## src/rtl/tohost_mailbox_pkg.sv

```systemverilog
// Shared types, addresses and helpers for the tohost/fromhost mailbox.
package tohost_pkg;

  localparam int ADDR_W = 64;

  localparam logic [ADDR_W-1:0] TOHOST_ADDR   = 64'h8000_1000;
  localparam logic [ADDR_W-1:0] FROMHOST_ADDR = 64'h8000_1040;

  typedef enum logic {
    IDLE    = 1'b0,
    PENDING = 1'b1
  } state_t;

  // Lanes with their enable set take the new byte; the rest keep the old one.
  function automatic logic [63:0] byte_merge(input logic [63:0] old_q,
                                             input logic [63:0] data,
                                             input logic [7:0]  mask);
    logic [63:0] r;
    r = old_q;
    for (int i = 0; i < 8; i++) begin
      if (mask[i]) r[8*i +: 8] = data[8*i +: 8];
    end
    return r;
  endfunction

  // Doubleword match: the low three byte-offset bits never take part.
  function automatic logic addr_hit(input logic [ADDR_W-1:0] addr,
                                    input logic [ADDR_W-1:0] base);
    return addr[ADDR_W-1:3] == base[ADDR_W-1:3];
  endfunction

  function automatic logic [62:0] exit_code(input logic [63:0] tohost);
    return tohost[63:1];
  endfunction

  function automatic logic is_pass(input logic [63:0] tohost);
    return tohost == 64'd1;
  endfunction

endpackage

```

## src/rtl/tohost_mailbox_if.sv

```systemverilog
// Core store/load path, host handshake and mailbox status bundled as one interface.
interface tohost_mailbox_if;

  logic                          wr_valid;
  logic                          wr_ready;
  logic [tohost_pkg::ADDR_W-1:0] wr_addr;
  logic [63:0]                   wr_data;
  logic [7:0]                    wr_mask;
  logic                          rd_valid;
  logic [tohost_pkg::ADDR_W-1:0] rd_addr;
  logic [63:0]                   rd_data;
  logic                          host_ack;
  logic                          fromhost_valid;
  logic [63:0]                   fromhost_data;
  logic [63:0]                   tohost;
  logic                          tohost_pending;
  logic [31:0]                   stall_cycles;

  modport master (
    output wr_valid, wr_addr, wr_data, wr_mask, rd_valid, rd_addr,
           host_ack, fromhost_valid, fromhost_data,
    input  wr_ready, rd_data, tohost, tohost_pending, stall_cycles
  );

  modport slave (
    input  wr_valid, wr_addr, wr_data, wr_mask, rd_valid, rd_addr,
           host_ack, fromhost_valid, fromhost_data,
    output wr_ready, rd_data, tohost, tohost_pending, stall_cycles
  );

endinterface

```

## src/rtl/tohost_mailbox_masked_reg64.sv

```systemverilog
// 64-bit register with byte-enable write, synchronous clear and async active-low reset.
module masked_reg64
  import tohost_pkg::*;
(
  input  logic        clock,
  input  logic        reset_n,
  input  logic        clear,
  input  logic        we,
  input  logic [7:0]  be,
  input  logic [63:0] d,
  output logic [63:0] q
);

  // NOTE: state registers use non-blocking assignments so every flop samples
  // pre-edge values, independent of process evaluation order.
  always_ff @(posedge clock or negedge reset_n) begin
    if (!reset_n)  q <= '0;
    else if (clear) q <= '0;
    else if (we)    q <= byte_merge(q, d, be);
  end

endmodule

```

## src/rtl/tohost_mailbox.sv

```systemverilog
// Tohost/fromhost mailbox endpoint snooping the core store path.
// Optional `TOHOST_MAILBOX_TSTAMP_EN adds a cycle counter and the tohost_stamp port.
module tohost_mailbox
  import tohost_pkg::*;
(
  input  logic             clock,
  input  logic             reset_n,
  tohost_mailbox_if.slave  bus
`ifdef TOHOST_MAILBOX_TSTAMP_EN
  ,
  output logic [63:0]      tohost_stamp
`endif
);

  state_t      state, state_nxt;
  logic [63:0] tohost_q, fromhost_q, tohost_merged;
  logic [63:0] fh_d;
  logic [7:0]  fh_be;
  logic        to_hit, fh_hit, to_acc, fh_we, ack_pend, enter_pend;
  logic [31:0] stall_q;
  logic [63:0] rd_q;

  assign to_hit = addr_hit(bus.wr_addr, TOHOST_ADDR);
  assign fh_hit = addr_hit(bus.wr_addr, FROMHOST_ADDR);

  // Only tohost stores are ever back-pressured, and only while unacknowledged.
  assign bus.wr_ready  = !(state == PENDING && bus.wr_valid && to_hit);
  assign to_acc        = bus.wr_valid && bus.wr_ready && to_hit;
  assign tohost_merged = byte_merge(tohost_q, bus.wr_data, bus.wr_mask);
  assign ack_pend      = (state == PENDING) && bus.host_ack;

  // Host load overrides a simultaneous core store by writing all lanes.
  assign fh_we = bus.fromhost_valid || (bus.wr_valid && fh_hit);
  assign fh_be = bus.fromhost_valid ? 8'hFF : bus.wr_mask;
  assign fh_d  = bus.fromhost_valid ? bus.fromhost_data : bus.wr_data;

  masked_reg64 u_tohost (
    .clock   (clock),
    .reset_n (reset_n),
    .clear   (ack_pend),
    .we      (to_acc),
    .be      (bus.wr_mask),
    .d       (bus.wr_data),
    .q       (tohost_q)
  );

  masked_reg64 u_fromhost (
    .clock   (clock),
    .reset_n (reset_n),
    .clear   (1'b0),
    .we      (fh_we),
    .be      (fh_be),
    .d       (fh_d),
    .q       (fromhost_q)
  );

  always_ff @(posedge clock or negedge reset_n) begin
    if (!reset_n) state <= IDLE;
    else          state <= state_nxt;
  end

  // NOTE: every always_comb output gets a default before the case so no
  // path leaves it unassigned and no latch is inferred.
  always_comb begin
    state_nxt  = state;
    enter_pend = 1'b0;
    case (state)
      IDLE: begin
        if (to_acc && tohost_merged != '0) begin
          state_nxt  = PENDING;
          enter_pend = 1'b1;
        end
      end
      PENDING: if (bus.host_ack) state_nxt = IDLE;
      default: state_nxt = IDLE;
    endcase
  end

  always_ff @(posedge clock or negedge reset_n) begin
    if (!reset_n) begin
      stall_q <= '0;
    end else if (enter_pend) begin
      stall_q <= '0;
    end else if (state == PENDING && stall_q != 32'hFFFF_FFFF) begin
      stall_q <= stall_q + 32'd1;
    end
  end

  // Registered load path; a same-cycle store is not visible until next cycle.
  always_ff @(posedge clock or negedge reset_n) begin
    if (!reset_n) begin
      rd_q <= '0;
    end else if (bus.rd_valid) begin
      if (addr_hit(bus.rd_addr, TOHOST_ADDR))        rd_q <= tohost_q;
      else if (addr_hit(bus.rd_addr, FROMHOST_ADDR)) rd_q <= fromhost_q;
      else                                           rd_q <= '0;
    end
  end

`ifdef TOHOST_MAILBOX_TSTAMP_EN
  logic [63:0] cycle_q;

  always_ff @(posedge clock or negedge reset_n) begin
    if (!reset_n) begin
      cycle_q      <= '0;
      tohost_stamp <= '0;
    end else begin
      cycle_q <= cycle_q + 64'd1;
      if (enter_pend) tohost_stamp <= cycle_q;
    end
  end
`endif

  assign bus.tohost         = tohost_q;
  assign bus.tohost_pending = (state == PENDING);
  assign bus.stall_cycles   = stall_q;
  assign bus.rd_data        = rd_q;

endmodule

```

## src/flat_wrapper.sv

```systemverilog
// flat-port wrapper written by rule: the top's interface ports become plain ports
module tohost_mailbox_flat import tohost_pkg::*;
  (clock, reset_n, bus_wr_valid, bus_wr_addr, bus_wr_data, bus_wr_mask, bus_rd_valid, bus_rd_addr, bus_host_ack, bus_fromhost_valid, bus_fromhost_data, bus_wr_ready, bus_rd_data, bus_tohost, bus_tohost_pending, bus_stall_cycles);
  tohost_mailbox_if bus_i ();
  input  logic clock;
  input  logic reset_n;
  input wire logic [$bits(bus_i.wr_valid)-1:0] bus_wr_valid;
  input wire logic [$bits(bus_i.wr_addr)-1:0] bus_wr_addr;
  input wire logic [$bits(bus_i.wr_data)-1:0] bus_wr_data;
  input wire logic [$bits(bus_i.wr_mask)-1:0] bus_wr_mask;
  input wire logic [$bits(bus_i.rd_valid)-1:0] bus_rd_valid;
  input wire logic [$bits(bus_i.rd_addr)-1:0] bus_rd_addr;
  input wire logic [$bits(bus_i.host_ack)-1:0] bus_host_ack;
  input wire logic [$bits(bus_i.fromhost_valid)-1:0] bus_fromhost_valid;
  input wire logic [$bits(bus_i.fromhost_data)-1:0] bus_fromhost_data;
  output wire logic [$bits(bus_i.wr_ready)-1:0] bus_wr_ready;
  output wire logic [$bits(bus_i.rd_data)-1:0] bus_rd_data;
  output wire logic [$bits(bus_i.tohost)-1:0] bus_tohost;
  output wire logic [$bits(bus_i.tohost_pending)-1:0] bus_tohost_pending;
  output wire logic [$bits(bus_i.stall_cycles)-1:0] bus_stall_cycles;
  assign bus_i.wr_valid = bus_wr_valid;
  assign bus_i.wr_addr = bus_wr_addr;
  assign bus_i.wr_data = bus_wr_data;
  assign bus_i.wr_mask = bus_wr_mask;
  assign bus_i.rd_valid = bus_rd_valid;
  assign bus_i.rd_addr = bus_rd_addr;
  assign bus_i.host_ack = bus_host_ack;
  assign bus_i.fromhost_valid = bus_fromhost_valid;
  assign bus_i.fromhost_data = bus_fromhost_data;
  assign bus_wr_ready = bus_i.wr_ready;
  assign bus_rd_data = bus_i.rd_data;
  assign bus_tohost = bus_i.tohost;
  assign bus_tohost_pending = bus_i.tohost_pending;
  assign bus_stall_cycles = bus_i.stall_cycles;
  tohost_mailbox u_core (.clock(clock), .reset_n(reset_n), .bus(bus_i));
endmodule
```

## config.mk

```make
export PLATFORM = sky130hd
export DESIGN_NAME = tohost_mailbox_flat
export DESIGN_NICKNAME = d
export VERILOG_FILES = /design/src/rtl/tohost_mailbox_pkg.sv /design/src/rtl/tohost_mailbox_if.sv /design/src/rtl/tohost_mailbox_masked_reg64.sv /design/src/rtl/tohost_mailbox.sv /design/src/flat_wrapper.sv
export SDC_FILE = /design/constraint.sdc
export NUM_CORES = 1
export LEC_CHECK = 0
export ABC_AREA = 0
export CAP_MARGIN = 30
export CELL_PAD_IN_SITES_DETAIL_PLACEMENT = 1
export CELL_PAD_IN_SITES_GLOBAL_PLACEMENT = 1
export CORE_MARGIN = 3
export CORE_UTILIZATION = 30
export DETAILED_ROUTE_END_ITERATION = 16
export GPL_TIMING_DRIVEN = 0
export PLACE_DENSITY = 0.73
export RECOVER_POWER = 50
export SLEW_MARGIN = 10
export SYNTH_ARGS = -nofsm -noshare
export SYNTH_HDL_FRONTEND = slang
export SYNTH_SLANG_ARGS = --single-unit
```

## constraint.sdc

```tcl
create_clock -name clock -period 5 [get_ports clock]
set_input_delay 0.75 -clock clock [delete_from_list [all_inputs] [get_ports clock]]
set_output_delay 0.75 -clock clock [all_outputs]
set_load 0.05 [all_outputs]
```

==> impl_metrics.toml <==
[sta]
tightest_slew_ns = 2.95
fin_crit_sh = 0.797
maxSlewViolCount = 47
clock_skew_ns = 0.0138
relSlewSlack = -0.966
hold_slack_ns = 0.518
grt_setup_unrepaired = "no"
period_minus_slack_ns = 3.98
max_freq_ghz = 0.251
final-hold-violation-count = 0
setup_violations = 0
fin_ws_ns = 1.02

[routing]
viasPerCell = 5.22
drt-wirelength-per-cell_microns = 23.1
drt_iter0_markers = 426
drc_errors = 0
drtAntennaViolNets = 0
vias = 11400
firstDrtPassIters = 4
finalWirelength_microns = 50400

[critical_path]
arrival_ns = 3.23
cp.depth = 6
reg2reg_depth = 7
path_buf_inv = 2
cp_slowest_cell = "clkdlybuf4s50_1"
end_kind = "output port"
crit_path_start_kind = "input port"
crit_family = "simple AND/OR/NAND/NOR gates"
r2r-end = "u_core.bus.stall_cycles[25]"
crit_required_ns = 4.25
startpoint = "bus_wr_addr[14]"
crit_fanout = 2
critPathMaxStageDelay_ns = 0.77
worstSetupPathType = "input port to output port"
critPathCapture = "bus_wr_ready"
rrSetupSlack_ns = 2.24
reg2reg_from = "u_core.bus.tohost_pending"
cp_cell_sequence = "clkdlybuf4s50_1 -> nor4_1 -> nand4_1 -> nor4_1 -> nand3_1 -> clkdlybuf4s50_1"

[cts]
hold_buffers = 0
cts_buffers = 28
cts_sinks = 225
post_cts_buffers = 0
clk_path_buf_depth = 3
tritoncts = "built"
root_buffer = "clkbuf_16"
clk_transition_reported_paths_ns = 0.06
cts_resized = 0
clk_latency_ns = 0.55
htreeDepth = 1

[synth]
yosysSeqAreaShare = 0.501
synthMuxAreaShare = 0.0623
synth-seq-cells = 225
synth_ff_type = "dfrtp_1"
syn-num-nets = 1503
synth-compound-area-share = 0.149
synthTopCellsByArea = "dfrtp_1 50%, mux2i_1 6.2%, inv_1 4.4%"
synthAdderAreaFrac = 0.00111
synthesis.area_sq_um = 11200
yosys.area_share.simple = 0.194
syn_area_per_cell_sq_um = 9.13
synthXorXnorAreaFrac = 0.0210
synth_edf_count = 0
async_flop_share = 1.00
ys_warn_count = 0
syn_inst = 1232
synth_top_area_cell = "dfrtp_1"
yosysMostFrequentCell = "dfrtp_1"
synth_top_area_frac = 0.501
synthTopCellsByCount = "225 x dfrtp_1, 132 x inv_1, 98 x nand3_1"
synth_cell_types = 44
synth_top_family_by_area = "simple AND/OR/NAND/NOR gates"

[layout]
seq_area_sq_um = 5630
drive_above_1_share = 0.0444
syn2layout_area_growth_pct = 52.6
nets = 1960
fillers = 4211
multi_input_area_sq_um = 4800

[place]
globalplace.congestion = 0.863
post-place-ws_ns = 1.00
dp_hpwl_microns = 38700
portBuffers = 421

[floorplan]
start_util = 0.306
coreArea_sq_um = 36800
die_w_microns = 200
die_h_microns = 200
row_count = 70
dieArea_sq_um = 39900
ioPinCount = 432

[global_routing]
grt_pass1_vias = 12483
grtUsageTotal = 0.246
grt_overflow = 0
grt_antenna_before_repair = 5
grt_max_degree = 104
grt_pass1_wl_microns = 75200

[pwr]
p_leak_nw = 7.42
total_power_mw = 4.75
peakVddDrop_uv = 265
p_per_area_nw_per_um2 = 277

[outcome]
violations = "max-capacitance violations, max-slew violations"
status = "complete, but fails checks"

[flow_run]
maxCapViolations = 1

[worst_hold_path]
min_path_type = "flip-flop to flip-flop"
[placed cells by master (no fill, tap or decap), drive strengths merged, types with 26 or more instances in the layout]
master,synthesis,routed
nor2,45,45
a31oi,68,68
buf,21,26
nand2,81,81
inv,132,133
o21ai,73,73
o22ai,68,68
dlygate4sd3,0,68
clkdlybuf4s50,0,352
nand3,98,98
dfrtp,225,225
nor4,39,39
nor2b,65,65
clkbuf,55,96
mux2i,70,70
a21oi,70,70
[metrics by stage]
step	utilization	setup TNS (ns)	area, sq um	instances
2_1_floorplan	-	0	11200	1232
3_3_place_gp	0.436	-1539.50	16000	2121
3_5_place_dp	0.439	0	16200	2127
4_1_cts	0.467	0	17200	2179
5_1_grt	0.467	0	17200	2181
6_report	0.467	0	17200	2182
[tightest hold or removal path, cell delays in order (launching register included)]
cell and delay [ns]:
dfrtp_1 0.37, nand2_1 0.06, a21oi_1 0.05
[registers in the layout (all words and copies together) (netlist names)]
| name | count |
|---|---|
| u_core.bus.rd_data | 64 |
| u_core.u_fromhost.q | 64 |
| u_core.bus.stall_cycles | 32 |
| u_core.bus.tohost_pending | 1 |
| u_core.u_tohost.q | 64 |
[cells by family after synthesis]
group                    Yosys count
buffers and inverters            208
adder cells (fa/ha/maj)            1
multiplexers                      70
XOR/XNOR                          27
flip-flops                       225
AO/OA/AOI/OAI                    291
AND/OR/NAND/NOR                  410
[layout make-up]
| type | count | share of cell area |
|---|---|---|
| clock inverter | 13 | 0.0106 |
| clock buffer | 39 | 0.0485 |
| sequential | 225 | 0.328 |
| timing repair buffer | 427 | 0.251 |
| multi-input combinational | 799 | 0.280 |
| tap | 468 | 0.0341 |
| antenna | 3 | 0.000437 |
| buffer | 76 | 0.0186 |
| inverter | 132 | 0.0289 |
[power by group]
part	switching, mW	leakage, nW	internal [mW]
sequential	0.0388	2.84	1.88
combinational	0.300	4.08	0.304
clock	0.857	0.502	1.37
total	1.20	7.42	3.55
[how the worst min path moves through the flow]
| stage | startpoint | to | slack, ns | cells past startpoint |
|---|---|---|---|---|
| after CTS | reset_n | u_core.bus.stall_cycles[0] | 0.10 | 1 |
| after global placement | u_core.u_fromhost.q[22] | u_core.u_fromhost.q[22] | 0.50 | 2 |
| after detailed placement | u_core.u_fromhost.q[33] | u_core.u_fromhost.q[33] | 0.51 | 2 |
| final | u_core.u_fromhost.q[60] | u_core.u_fromhost.q[60] | 0.52 | 2 |
| after floorplan | reset_n | u_core.bus.rd_data[0] | 0.45 | 0 |
| after global routing | u_core.u_fromhost.q[60] | u_core.u_fromhost.q[60] | 0.54 | 2 |
[routing by layer]
metal,part of all wire,vias up,GRT usage,wire length [microns]
li1,-,5292,-,-
met1,0.43,5726,0.318,21600
met4,0.025,6,0.0625,1260
met2,0.49,301,0.426,24900
met3,0.052,75,0.0452,2610
met5,0.00089,-,0,45
Power figures use the tool's default switching activity.
